==> config.mk <==
export PLATFORM = sky130hd
export DESIGN_NAME = d_sram_to_sram_like
export DESIGN_NICKNAME = d
export VERILOG_FILES = /design/src/rtl/d_sram_to_sram_like.sv
export SDC_FILE = /design/constraint.sdc
export NUM_CORES = 1
export LEC_CHECK = 0
export CORE_UTILIZATION = 29
export CTS_CLUSTER_DIAMETER = 120
export DETAILED_ROUTE_END_ITERATION = 6
export PLACE_DENSITY = 0.91
export SETUP_SLACK_MARGIN = 0.3
export SLEW_MARGIN = 25
export SYNTH_ARGS = -nofsm -noshare
export SYNTH_HDL_FRONTEND = slang
export SYNTH_SLANG_ARGS = --single-unit
==> constraint.sdc <==
create_clock -name clk -period 1.2 [get_ports clk]
set_input_delay 0.12 -clock clk [delete_from_list [all_inputs] [get_ports clk]]
set_output_delay 0.12 -clock clk [all_outputs]
set_load 0.005 [all_outputs]
==> src/rtl/d_sram_to_sram_like.sv <==
// Data-side adapter from the MEM-stage SRAM port to the SRAM-like handshake bus.
// One access is outstanding at a time; read data is held until the pipeline advances.
module d_sram_to_sram_like (
  input  logic        clk,
  input  logic        rst,
  input  logic        data_sram_en,
  input  logic [3:0]  data_sram_wen,
  input  logic [31:0] data_sram_addr,
  input  logic [31:0] data_sram_wdata,
  output logic [31:0] data_sram_rdata,
  input  logic        longest_stall,
  output logic        d_stall,
  output logic        data_req,
  output logic        data_wr,
  output logic [1:0]  data_size,
  output logic [31:0] data_addr,
  output logic [31:0] data_wdata,
  input  logic [31:0] data_rdata,
  input  logic        data_addr_ok,
  input  logic        data_data_ok
);

  localparam logic [1:0] IDLE      = 2'd0;
  localparam logic [1:0] WAIT_DATA = 2'd1;
  localparam logic [1:0] DONE      = 2'd2;

  logic [1:0]  state;
  logic [1:0]  state_next;
  logic [31:0] rdata_save;
  logic        capture;

  always_ff @(posedge clk) begin
    if (!rst) state <= IDLE;
    else      state <= state_next;
  end

  // Next state, bus request, and the read-data capture strobe.
  always_comb begin
    state_next = state;
    data_req   = 1'b0;
    capture    = 1'b0;
    case (state)
      IDLE: begin
        data_req = data_sram_en;
        if (data_sram_en && data_addr_ok && data_data_ok) begin
          state_next = DONE;
          capture    = 1'b1;
        end else if (data_sram_en && data_addr_ok) begin
          state_next = WAIT_DATA;
        end
      end
      WAIT_DATA: begin
        if (data_data_ok) begin
          state_next = DONE;
          capture    = 1'b1;
        end
      end
      DONE: begin
        if (!longest_stall) state_next = IDLE;
      end
      default: state_next = IDLE;
    endcase
  end

  // Stray data_ok (DONE, or IDLE without an accepted request) never reaches the capture register.
  always_ff @(posedge clk) begin
    if (!rst)         rdata_save <= 32'd0;
    else if (capture) rdata_save <= data_rdata;
  end

  assign data_sram_rdata = rdata_save;
  assign d_stall         = data_sram_en && (state != DONE);
  assign data_wr         = |data_sram_wen;
  assign data_wdata      = data_sram_wdata;

  // Reads and unsupported lane patterns go out as aligned words.
  always_comb begin
    data_size = 2'd2;
    data_addr = {data_sram_addr[31:2], 2'b00};
    case (data_sram_wen)
      4'b0001, 4'b0010, 4'b0100, 4'b1000: begin
        data_size = 2'd0;
        data_addr = data_sram_addr;
      end
      4'b0011, 4'b1100: begin
        data_size = 2'd1;
        data_addr = data_sram_addr;
      end
      4'b1111: begin
        data_size = 2'd2;
        data_addr = data_sram_addr;
      end
      default: ;
    endcase
  end

endmodule

==> impl_metrics.env <==
export IMPL_insertedDiodeCount=0
export IMPL_layout_commonest_cell="nand2_1"
export IMPL_fmax_ghz=0.768
export IMPL_grt_max_degree=67
export IMPL_clk_pin_slew_ns=0.07
export IMPL_layout_drive_gt1_share_pct=46.0
export IMPL_ys_seq_elements=34
export IMPL_tritoncts="yes"
export IMPL_grt_antenna_before_repair=0
export IMPL_start_kind="register"
export IMPL_outcome="complete, but fails checks"
export IMPL_finalNonFillerCells=338
export IMPL_first_global_vias=1520
export IMPL_pin_count=207
export IMPL_crit_path_end_kind="register"
export IMPL_tightestPinTransition_ns=0.323
export IMPL_viasPerCell=4.35
export IMPL_drc=24
export IMPL_crit_slowest_cell="dfxtp_2"
export IMPL_synth_seq_area_share_pct=35.0
export IMPL_crit_path_max_incr_delay_ns=0.34
export IMPL_die_x_um=83.9
export IMPL_crit_buf_inv=3
export IMPL_fp_dieArea_um2=7030
export IMPL_drt_wirelength_per_cell_um=13.8
export IMPL_rows=29
export IMPL_path_max_fanout=6
export IMPL_ant_nets=0
export IMPL_hold_viol=0
export IMPL_crit_type="register to register"
export IMPL_clock_sinks=34
export IMPL_slew_headroom_pct=78.3
export IMPL_slew_viol_final=0
export IMPL_p_total_mw=2.66
export IMPL_wl_mm=4.66
export IMPL_root_buffer="clkbuf_8"
export IMPL_yosysWarnings=0
export IMPL_drt_iter0_markers=57
export IMPL_dp_hpwl_mm=2.83
export IMPL_cts_buffers=5
export IMPL_vias=1469
export IMPL_layout_setup_ws_ns=-0.102
export IMPL_fin_crit_sh_pct=109
export IMPL_post_route_min_period_ns=1.30
export IMPL_clock_skew_ns=0.00442
export IMPL_vdd_drop_max_uv=562
export IMPL_place_area_um2=2390
export IMPL_design_core_area_um2=6420
export IMPL_syn_cell_area_um2=1940
export IMPL_cts_max_path_buffers=2
export IMPL_cts_hold_buffers=0
export IMPL_cp_top_family="buffers and inverters"
export IMPL_nets=366
export IMPL_synth_area_leaders="dfxtp_1 35%, buf_4 24%, mux2i_1 17%"
export IMPL_final_cell_mix="65 x nand2_1, 38 x buf_2, 37 x clkdlybuf4s50_1"
export IMPL_synth_top_area_share_pct=35.0
export IMPL_die_y_um=83.9
export IMPL_dp_cells=315
export IMPL_cp_arrival_ns=1.51
export IMPL_place_congestion=0.664
export IMPL_final_setup_viol_count=34
export IMPL_min_path_type="input pin to primary output"
export IMPL_grt_overflow_total=0
export IMPL_start_util_pct=30.3
export IMPL_drt_pre_antenna_iters=6
export IMPL_violations="design-rule violations, negative setup slack"
export IMPL_synthCells=222
export IMPL_rrSetupSlack_ns=-0.10
export IMPL_grt_pass1_wl_mm=6.84
export IMPL_p_per_area_nw_per_um2=1000
export IMPL_maxCapViolCount=0
export IMPL_track_usage_pct=12.3
export IMPL_htreeDepth=2
export IMPL_io_buffers=82
export IMPL_crit_top_cell="buf_6"
export IMPL_rsz0062_at_grt="yes"
export IMPL_synth_area_leader_cell="dfxtp_1"
export IMPL_leakagePower_nw=1.18
export IMPL_syn_avg_cell_area_um2=8.75
export IMPL_clock_latency_ns=0.28
export IMPL_fin_area_um2=2650
export IMPL_synth_nets=328
export IMPL_critPathRequiredTime_ns=1.41
export IMPL_yosysUniqueCellTypes=22
export IMPL_crit_path_cell_trace="buf_6 -> a21oi_4 -> nor3b_4 -> buf_6 -> clkbuf_16 -> mux2i_1"
export IMPL_area_delta_synth_final_pct=36.2
## cell usage after synthesis (all sizes together)
cell    instances
inv             1
dfxtp          34
a21oi           1
buf            70
nand2          65
mux2i          33
nor3b           2
and2            1
xnor2           1
a32o            1
nor2            2
o21a            1
clkbuf          3
o21ai           1
a21boi          3
and3            2
nor4b           1
## metal layers
layer  track usage (%)  vias up  routed length, µm
met5                 0        -                  0
met4              7.21        0                127
met3              4.25       20                397
met2              22.8       74               2400
met1              11.6      658               1730
li1                  -      717                  -
## sequential cells by signal, indices dropped and copies added (netlist names)
signal           flops
data_sram_rdata     32
state                2
## layout make-up
| class | instances | area [µm²] |
|---|---|---|
| clock inverter | 2 | 12.5 |
| tap | 77 | 96.3 |
| clock buffer | 6 | 82.6 |
| sequential | 34 | 726 |
| multi-input combinational | 114 | 776 |
| timing repair buffer | 104 | 950 |
| fill | 610 | 3780 |
| inverter | 1 | 3.75 |
## timing repair
action / in CTS / in global routing
setup buffers: 8 / 3
hold endpoints to repair: 0 / 0
setup endpoints to repair: 72 / 43
cloned: 1 / 3
gates resized for setup: 228 / 11
pin swaps: 9 / 3
## where the power goes
part	total (mW)	internal, mW	switching [mW]
Combinational	0.550	0.342	0.207
Sequential	1.21	1.19	0.0259
Clock	0.896	0.461	0.434
Total	2.66	1.99	0.667
## worst paths after layout
path | startpoint | to | depth (start not counted)
setup / recovery | state[0]$_SDFFE_PN0P_ | data_sram_rdata[20]$_SDFFE_PN0P_ | 6
hold / removal | data_sram_addr[23] | data_addr[23] | 0
setup reg to reg | state[0]$_SDFFE_PN0P_ | data_sram_rdata[20]$_SDFFE_PN0P_ | 6
hold reg to reg | data_sram_rdata[23]$_SDFFE_PN0P_ | data_sram_rdata[23]$_SDFFE_PN0P_ | 2
## kinds of logic (layout without fill, tap and decap cells)
logic type	Yosys count	count (layout)	share of synthesized area [%]
muxes	33	33	17.0
and+or+nand+nor	73	73	15.4
AOI/OAI and AO/OA	7	7	2.77
xor gates and xnor gates	1	1	0.451
DFF	34	34	35.0
buffers and inverters	74	113	29.4
## worst register-to-register path: cells and delay by family, from the launching register on
family	cells	cell delay, ns
buffers and inverters	3	0.48
AO/OA/AOI/OAI	1	0.04
flip-flops	1	0.34
AND/OR/NAND/NOR	1	0.18
multiplexers	1	0.19
## stage by stage
step / setup TNS (ns) / setup slack (ns) / hold slack, ns / utilization (%)
finish: -2.19 / -0.102 / 0.240 / 41.2
global route: -4.84 / -0.192 / 0.240 / 41.2
CTS: -1.56 / -0.0698 / 0.240 / 39.2
detailed placement: -13.49 / -0.640 / 0.240 / 37.2
global placement: -12.25 / -0.566 / 0.240 / 37.2
floorplan: 0 / 0.145 / 0.192 / -
Note: power is estimated with default switching activity, not from simulation.
